File: src/rtl/falling_char_engine_if.sv
// Bundles the engine's control, spawn, keyboard, read-port and status signals.
// master: the side that drives the game (generator, keyboard, renderer index).
// slave: the falling_char_engine itself.
interface falling_char_engine_if #(
    parameter int unsigned IDX_W   = 4,
    parameter int unsigned X_W     = 10,
    parameter int unsigned Y_W     = 10,
    parameter int unsigned SCORE_W = 8
);
    logic               start;
    logic               spawn_valid;
    logic               spawn_ready;
    logic [7:0]         spawn_char;
    logic [X_W-1:0]     spawn_x;
    logic [2:0]         spawn_speed;
    logic               tick;
    logic               key_valid;
    logic [7:0]         key_char;
    logic [IDX_W-1:0]   rd_idx;
    logic               rd_active;
    logic [7:0]         rd_char;
    logic [X_W-1:0]     rd_x;
    logic [Y_W-1:0]     rd_y;
    logic [1:0]         state;
    logic [SCORE_W-1:0] score;
    logic [3:0]         lives;
    logic               hit;
    logic               miss;
    logic               game_over;

    modport master (
        output start, spawn_valid, spawn_char, spawn_x, spawn_speed, tick,
               key_valid, key_char, rd_idx,
        input  spawn_ready, rd_active, rd_char, rd_x, rd_y, state, score, lives,
               hit, miss, game_over
    );

    modport slave (
        input  start, spawn_valid, spawn_char, spawn_x, spawn_speed, tick,
               key_valid, key_char, rd_idx,
        output spawn_ready, rd_active, rd_char, rd_x, rd_y, state, score, lives,
               hit, miss, game_over
    );
endinterface

File: src/rtl/falling_char_engine.sv
// Falling-character object engine: slot table, game FSM, spawn/descent/hit/miss,
// score and lives, plus a registered read port for the renderer.
module falling_char_engine #(
    parameter int unsigned N_SLOTS = 16,
    parameter int unsigned IDX_W   = 4,
    parameter int unsigned X_W     = 10,
    parameter int unsigned Y_W     = 10,
    parameter int unsigned BOTTOM  = 480,
    parameter int unsigned SCORE_W = 8,
    parameter int unsigned LIVES   = 3
) (
    input logic                  clk,
    input logic                  rst,
    falling_char_engine_if.slave bus
);
    localparam int unsigned YS_W  = Y_W + 1;
    localparam int unsigned CNT_W = IDX_W + 1;

    typedef enum logic [1:0] {StIdle = 2'd0, StPlay = 2'd1, StOver = 2'd2} state_e;

    state_e               state_q, state_d;
    logic [N_SLOTS-1:0]   active_q, active_d;
    logic [7:0]           char_q  [N_SLOTS];
    logic [7:0]           char_d  [N_SLOTS];
    logic [X_W-1:0]       x_q     [N_SLOTS];
    logic [X_W-1:0]       x_d     [N_SLOTS];
    logic [Y_W-1:0]       y_q     [N_SLOTS];
    logic [Y_W-1:0]       y_d     [N_SLOTS];
    logic [2:0]           speed_q [N_SLOTS];
    logic [2:0]           speed_d [N_SLOTS];
    logic [SCORE_W-1:0]   score_q, score_d;
    logic [3:0]           lives_q, lives_d;
    logic                 hit_q, hit_d, miss_q, miss_d;
    logic                 rd_active_q;
    logic [7:0]           rd_char_q;
    logic [X_W-1:0]       rd_x_q;
    logic [Y_W-1:0]       rd_y_q;

    logic                 any_free;
    logic [IDX_W-1:0]     free_idx;
    logic                 found;
    logic [IDX_W-1:0]     win_idx;
    logic [Y_W-1:0]       win_y;
    logic [YS_W-1:0]      sum;
    logic [CNT_W-1:0]     cross_cnt;

    // Lowest-index free slot, taken from registered occupancy only.
    always_comb begin
        any_free = 1'b0;
        free_idx = '0;
        for (int i = N_SLOTS - 1; i >= 0; i--) begin
            if (!active_q[i]) begin
                any_free = 1'b1;
                free_idx = IDX_W'(i);
            end
        end
    end

    // Key match winner: deepest matching slot, strict compare keeps the lowest index on ties.
    always_comb begin
        found   = 1'b0;
        win_idx = '0;
        win_y   = '0;
        for (int i = 0; i < N_SLOTS; i++) begin
            if (active_q[i] && char_q[i] == bus.key_char && (!found || y_q[i] > win_y)) begin
                found   = 1'b1;
                win_idx = IDX_W'(i);
                win_y   = y_q[i];
            end
        end
    end

    // Next-state: FSM, hit removal, tick descent/miss, then spawn into the pre-cycle free slot.
    always_comb begin
        state_d   = state_q;
        active_d  = active_q;
        char_d    = char_q;
        x_d       = x_q;
        y_d       = y_q;
        speed_d   = speed_q;
        score_d   = score_q;
        lives_d   = lives_q;
        hit_d     = 1'b0;
        miss_d    = 1'b0;
        sum       = '0;
        cross_cnt = '0;
        unique case (state_q)
            StIdle: begin
                if (bus.start) begin
                    state_d  = StPlay;
                    active_d = '0;
                    for (int i = 0; i < N_SLOTS; i++) begin
                        char_d[i]  = '0;
                        x_d[i]     = '0;
                        y_d[i]     = '0;
                        speed_d[i] = '0;
                    end
                    score_d = '0;
                    lives_d = 4'(LIVES);
                end
            end
            StPlay: begin
                if (bus.key_valid && found) begin
                    active_d[win_idx] = 1'b0;
                    hit_d             = 1'b1;
                    if (score_q != '1) score_d = score_q + SCORE_W'(1);
                end
                // The hit slot is already cleared in active_d, so it neither moves nor misses.
                if (bus.tick) begin
                    for (int i = 0; i < N_SLOTS; i++) begin
                        if (active_d[i]) begin
                            sum = {1'b0, y_q[i]} + YS_W'(speed_q[i]);
                            if (sum >= YS_W'(BOTTOM)) begin
                                active_d[i] = 1'b0;
                                cross_cnt   = cross_cnt + CNT_W'(1);
                            end else begin
                                y_d[i] = sum[Y_W-1:0];
                            end
                        end
                    end
                end
                if (cross_cnt != '0) begin
                    miss_d = 1'b1;
                    if (32'(cross_cnt) >= 32'(lives_q)) lives_d = '0;
                    else lives_d = lives_q - 4'(cross_cnt);
                end
                if (bus.spawn_valid && any_free) begin
                    active_d[free_idx] = 1'b1;
                    char_d[free_idx]   = bus.spawn_char;
                    x_d[free_idx]      = bus.spawn_x;
                    y_d[free_idx]      = '0;
                    speed_d[free_idx]  = (bus.spawn_speed == 3'd0) ? 3'd1 : bus.spawn_speed;
                end
                if (lives_d == 4'd0) state_d = StOver;
            end
            StOver: begin
                if (bus.start) state_d = StIdle;
            end
            default: state_d = StIdle;
        endcase
    end

    // Game state and slot table registers.
    always_ff @(posedge clk or negedge rst) begin
        if (!rst) begin
            state_q  <= StIdle;
            active_q <= '0;
            char_q   <= '{default: '0};
            x_q      <= '{default: '0};
            y_q      <= '{default: '0};
            speed_q  <= '{default: '0};
            score_q  <= '0;
            lives_q  <= 4'(LIVES);
            hit_q    <= 1'b0;
            miss_q   <= 1'b0;
        end else begin
            state_q  <= state_d;
            active_q <= active_d;
            char_q   <= char_d;
            x_q      <= x_d;
            y_q      <= y_d;
            speed_q  <= speed_d;
            score_q  <= score_d;
            lives_q  <= lives_d;
            hit_q    <= hit_d;
            miss_q   <= miss_d;
        end
    end

    // Renderer read port: one-cycle latency, out-of-range index reads as empty.
    always_ff @(posedge clk or negedge rst) begin
        if (!rst) begin
            rd_active_q <= 1'b0;
            rd_char_q   <= '0;
            rd_x_q      <= '0;
            rd_y_q      <= '0;
        end else if (32'(bus.rd_idx) < N_SLOTS) begin
            rd_active_q <= active_q[bus.rd_idx];
            rd_char_q   <= char_q[bus.rd_idx];
            rd_x_q      <= x_q[bus.rd_idx];
            rd_y_q      <= y_q[bus.rd_idx];
        end else begin
            rd_active_q <= 1'b0;
            rd_char_q   <= '0;
            rd_x_q      <= '0;
            rd_y_q      <= '0;
        end
    end

    assign bus.spawn_ready = (state_q == StPlay) && any_free;
    assign bus.state       = state_q;
    assign bus.score       = score_q;
    assign bus.lives       = lives_q;
    assign bus.hit         = hit_q;
    assign bus.miss        = miss_q;
    assign bus.game_over   = (state_q == StOver);
    assign bus.rd_active   = rd_active_q;
    assign bus.rd_char     = rd_char_q;
    assign bus.rd_x        = rd_x_q;
    assign bus.rd_y        = rd_y_q;
endmodule

File: src/flat_wrapper.sv
// flat-port wrapper written by rule: the top's interface ports become plain ports
module falling_char_engine_flat 
#(
    parameter int unsigned N_SLOTS = 16,
    parameter int unsigned IDX_W   = 4,
    parameter int unsigned X_W     = 10,
    parameter int unsigned Y_W     = 10,
    parameter int unsigned BOTTOM  = 480,
    parameter int unsigned SCORE_W = 8,
    parameter int unsigned LIVES   = 3
)
  (clk, rst, bus_start, bus_spawn_valid, bus_spawn_char, bus_spawn_x, bus_spawn_speed, bus_tick, bus_key_valid, bus_key_char, bus_rd_idx, bus_spawn_ready, bus_rd_active, bus_rd_char, bus_rd_x, bus_rd_y, bus_state, bus_score, bus_lives, bus_hit, bus_miss, bus_game_over);
  falling_char_engine_if #(.IDX_W(IDX_W), .X_W(X_W), .Y_W(Y_W), .SCORE_W(SCORE_W)) bus_i ();
  input logic clk;
  input logic rst;
  input wire logic [$bits(bus_i.start)-1:0] bus_start;
  input wire logic [$bits(bus_i.spawn_valid)-1:0] bus_spawn_valid;
  input wire logic [$bits(bus_i.spawn_char)-1:0] bus_spawn_char;
  input wire logic [$bits(bus_i.spawn_x)-1:0] bus_spawn_x;
  input wire logic [$bits(bus_i.spawn_speed)-1:0] bus_spawn_speed;
  input wire logic [$bits(bus_i.tick)-1:0] bus_tick;
  input wire logic [$bits(bus_i.key_valid)-1:0] bus_key_valid;
  input wire logic [$bits(bus_i.key_char)-1:0] bus_key_char;
  input wire logic [$bits(bus_i.rd_idx)-1:0] bus_rd_idx;
  output wire logic [$bits(bus_i.spawn_ready)-1:0] bus_spawn_ready;
  output wire logic [$bits(bus_i.rd_active)-1:0] bus_rd_active;
  output wire logic [$bits(bus_i.rd_char)-1:0] bus_rd_char;
  output wire logic [$bits(bus_i.rd_x)-1:0] bus_rd_x;
  output wire logic [$bits(bus_i.rd_y)-1:0] bus_rd_y;
  output wire logic [$bits(bus_i.state)-1:0] bus_state;
  output wire logic [$bits(bus_i.score)-1:0] bus_score;
  output wire logic [$bits(bus_i.lives)-1:0] bus_lives;
  output wire logic [$bits(bus_i.hit)-1:0] bus_hit;
  output wire logic [$bits(bus_i.miss)-1:0] bus_miss;
  output wire logic [$bits(bus_i.game_over)-1:0] bus_game_over;
  assign bus_i.start = bus_start;
  assign bus_i.spawn_valid = bus_spawn_valid;
  assign bus_i.spawn_char = bus_spawn_char;
  assign bus_i.spawn_x = bus_spawn_x;
  assign bus_i.spawn_speed = bus_spawn_speed;
  assign bus_i.tick = bus_tick;
  assign bus_i.key_valid = bus_key_valid;
  assign bus_i.key_char = bus_key_char;
  assign bus_i.rd_idx = bus_rd_idx;
  assign bus_spawn_ready = bus_i.spawn_ready;
  assign bus_rd_active = bus_i.rd_active;
  assign bus_rd_char = bus_i.rd_char;
  assign bus_rd_x = bus_i.rd_x;
  assign bus_rd_y = bus_i.rd_y;
  assign bus_state = bus_i.state;
  assign bus_score = bus_i.score;
  assign bus_lives = bus_i.lives;
  assign bus_hit = bus_i.hit;
  assign bus_miss = bus_i.miss;
  assign bus_game_over = bus_i.game_over;
  falling_char_engine #(.N_SLOTS(N_SLOTS), .IDX_W(IDX_W), .X_W(X_W), .Y_W(Y_W), .BOTTOM(BOTTOM), .SCORE_W(SCORE_W), .LIVES(LIVES)) u_core (.clk(clk), .rst(rst), .bus(bus_i));
endmodule
File: config.mk
export PLATFORM = sky130hd
export DESIGN_NAME = falling_char_engine_flat
export DESIGN_NICKNAME = d
export VERILOG_FILES = /design/src/rtl/falling_char_engine_if.sv /design/src/rtl/falling_char_engine.sv /design/src/flat_wrapper.sv
export SDC_FILE = /design/constraint.sdc
export NUM_CORES = 2
export LEC_CHECK = 0
export ABC_AREA = 1
export CAP_MARGIN = 20
export CORE_MARGIN = 4
export CORE_UTILIZATION = 55
export CTS_CLUSTER_DIAMETER = 40
export DETAILED_ROUTE_END_ITERATION = 8
export DONT_BUFFER_PORTS = 1
export PLACE_DENSITY = 0.68
export SETUP_SLACK_MARGIN = 0.15
export SYNTH_ARGS = -nofsm -noshare
export SYNTH_HDL_FRONTEND = slang
export SYNTH_SLANG_ARGS = --single-unit
File: constraint.sdc
create_clock -name clk -period 85.8 [get_ports clk]
set_input_delay 8.58 -clock clk [delete_from_list [all_inputs] [get_ports clk]]
set_output_delay 8.58 -clock clk [all_outputs]
set_load 0.05 [all_outputs]
==> summary.txt <==
Route
  – WL per Instance: 23.48 um
  – Detailed-route via count: 40830
  – DRT met1 WL: 63380 um
  – Routed WL: 153800 um
  – Max Used Layer: met4
  – Wire length on met3: 14900 um
  – Starting DRT DRC Count: 4719
  – Met2 wire len: 66740 um
  – Detailed-route DRC error count: 0
  – Antenna viol nets, final: 0
  – Drt via density: 6.233
  – Detailed Routing Iterations Pass 1: 6

Setup path
  – CP Data Required Time: 86330 ps
  – Crit-path leading delay family: simple AND/OR/NAND/NOR gates
  – Nature of the critical path endpoint: register
  – Most repeated library cell on the critical path: nand2_1
  – CP bufs+invs: 27
  – Slowest-stage cell, CP: o21ai_0
  – Worst path arrival time: 46080 ps
  – Crit path kind: primary input to register
  – Crit path max fanout: 24
  – Largest stage delay, worst path: 560 ps
  – CP Launch Type: primary input

Yosys
  – Post-synthesis sequential area ratio: 0.3434
  – Top cells by area, synth: dfrtp_1, nand2_1, inv_1
  – Most common cell in the netlist: nand2_1
  – Ys async rst share: 1.000
  – Cell variety after synth: 77
  – Cell count after synthesis: 5623
  – Syn nets: 5891
  – Synth Cell Area: 40600 um^2
  – Syn Area/Cell: 7.221 um^2
  – Post-synth EDFFs: 0
  – Commonest cells post-synth: nand2_1, inv_1, dfrtp_1
  – Synth warnings: 0
  – Top cell type's share of synthesized area: 0.3421
  – Post-synthesis register bit count: 557
  – Area leader, netlist: dfrtp_1
  – Main synth FF type: dfrtp_1

Pwr
  – Net Switching: 583.1 uW
  – Pleak: 0.02086 uW
  – Comb power frac: 0.389
  – Internal: 705.5 uW
  – Clk pwr share: 0.318
  – Sw frac: 0.4525
  – Maximum VDD drop: 0.00002475 V
  – Reg power frac: 0.294
  – PD cells: 28.80 nW/um^2

Clocking
  – Sink count of the clock tree: 557
  – Reg clk slew, reported paths: 50 ps
  – Root Buffer: clkbuf_16
  – H-tree depth: 3
  – Post-CTS Hold Buffers: 0
  – Clock latency on the worst-skew pair: 710 ps
  – CTS tree: built
  – Clk buf depth: 3
  – Setup Buffers After CTS: 0
  – TritonCTS buffer count: 100
  – Post-cts gate resize count: 0

STA
  – Setup TNS: 0 ps
  – RSZ-0062 raised after global routing: false
  – Worst setup margin: 40240 ps
  – Slew HR: 0.1788
  – Total count of hold-check failures in the final report: 0
  – Final period util: 0.5310
  – Fin. max-slew vios: 0
  – Skew final: 70.57 ps
  – Final setup vio count: 0
  – Pin slew with the least headroom to its limit: 1227 ps
  – Fmax: 21.95 MHz
  – Fin crit period: 45560 ps

Floorplan
  – Chip width: 279.7 um
  – Num ports: 86
  – Die ar.: 78230 um^2
  – Row cnt: 99
  – Initial Utilization: 0.5556
  – CORE AREA: 73080 um^2
  – Die height: 279.7 um

Finish
  – Layout Utilization: 0.6121
  – Fraction of layout cells with a size suffix above 1: 0.08283
  – FILL cells: 6791
  – Fin nets: 5772
  – Area delta synth->final: 10.18%

Global routing
  – First-pass GRT wire length: 232800 um
  – Largest net degree at the start of global routing: 558
  – Initial antenna violation count: 4
  – Vias in the first global route: 38680
  – GRT Total Usage: 0.3846
  – GRT Residual Overflow: 0

Placement
  – DP HPWL: 106500 um
  – Placer Congestion: 1.034
  – Pre-CTS setup slack: 40230 ps
  – PortBufs: 0

Outcome
  – Outcome: completed

Worst hold path
  – Worst min-delay path class: register to register

Run
  – Max Cap Viol: 0
==> per-stage QoR <==
stage	hold slack, ps	cells	total power [uW]	instance area, um^2
global route	536.4	6550	1354	44730
CTS	521.3	6544	1270	44640
detailed placement	510.5	6356	859.1	41130
global placement	501.6	6354	854.1	41090
floorplan	490.2	5623	694.1	40600
finish	523.5	6551	1289	44740
==> cell type report <==
class	instances	area [um^2]	area share
antenna	2	5.005	0.0001119
timing repair buffer	49	457.9	0.01024
tap	959	1200	0.02682
clock inverter	72	838.3	0.01874
multi-input combinational	3877	22160	0.4952
clock buffer	116	2664	0.05955
inverter	919	3475	0.07767
sequential	557	13940	0.3116
==> flip-flops by register name (all words and copies together), names as in the netlist <==
name                  count
u_core.x_q              160
u_core.y_q              160
u_core.char_q           128
u_core.speed_q           48
u_core.active_q          16
u_core.bus.rd_x          10
u_core.bus.rd_y          10
u_core.bus.rd_char        8
u_core.bus.score          8
u_core.bus.lives          4
u_core.bus.state          2
u_core.bus.hit            1
u_core.bus.miss           1
u_core.bus.rd_active      1
==> power by group through the flow <==
stage	sequential (uW)	clock, uW	combinational, uW
after global placement	379	0	475
after detailed placement	379	0	480
final	378	409	501
after global routing	382	423	548
after CTS	375	412	482
after floorplan	354	0	341
==> metal layers <==
layer,vias to the layer above,track usage
met5,-,0
met4,0,0.1992
met3,434,0.07734
met2,2170,0.5855
met1,19370,0.5227
li1,18860,-
==> logic make-up after synthesis <==
kind of cell,count (synthesis),share of synthesized area
adder cells (fa/ha/maj),229,0.07371
multiplexers,2,0.0005239
AND/OR/NAND/NOR,1914,0.2132
buffers and inverters,1189,0.1155
AO/OA/AOI/OAI,1602,0.2255
XOR/XNOR,130,0.02823
flip-flops,557,0.3434
==> worst register-to-register path: cells and delay by family (launching register included) <==
family	cells	cell delay, ps
buffers and inverters	27	1970
muxes	1	410
adders and majority gates	29	8200
AOI/OAI and AO/OA	45	9330
and+or+nand+nor	148	17280
xor gates and xnor gates	1	140
DFF	1	400
==> final timing paths <==
path                       slack, ps                         endpoint                      startpoint  cells after the start
setup reg to reg               47860  u_core.bus.state[0]$_DFFE_PN0P_  u_core.char_q[126]$_DFFE_PN0P_                    251
hold / removal                   520       u_core.x_q[20]$_DFFE_PN0P_      u_core.x_q[20]$_DFFE_PN0P_                      2
max in group asynchronous      75470    u_core.char_q[59]$_DFFE_PN0P_                             rst                      3
setup / recovery               40240  u_core.bus.state[0]$_DFFE_PN0P_                 bus_key_char[1]                    250
hold reg to reg                  520       u_core.x_q[20]$_DFFE_PN0P_      u_core.x_q[20]$_DFFE_PN0P_                      2
min in group asynchronous       7890  u_core.bus.score[6]$_DFFE_PN0P_                             rst                      1
==> cells in the final DEF, fill, tap and decap left out, drive strengths merged, types with 15 or more instances in the layout <==
cell type | netlist | final
nand2 | 1016 | 1016
inv | 911 | 922
dfrtp | 555 | 555
o21ai | 528 | 528
o22ai | 459 | 459
a21oi | 451 | 451
nor2 | 407 | 407
ha | 212 | 212
nand3 | 205 | 205
clkbuf | 220 | 117
nand4 | 99 | 99
xor2 | 94 | 94
nor3 | 90 | 90
o221ai | 49 | 49
buf | 50 | 48
nor4 | 42 | 42
clkinv | 8 | 42
xnor2 | 36 | 36
o211ai | 21 | 21
clkinvlp | 0 | 20
or2 | 20 | 20
a22oi | 18 | 18
fa | 17 | 17
a221oi | 15 | 15
Note: power is estimated with default switching activity, not from simulation.
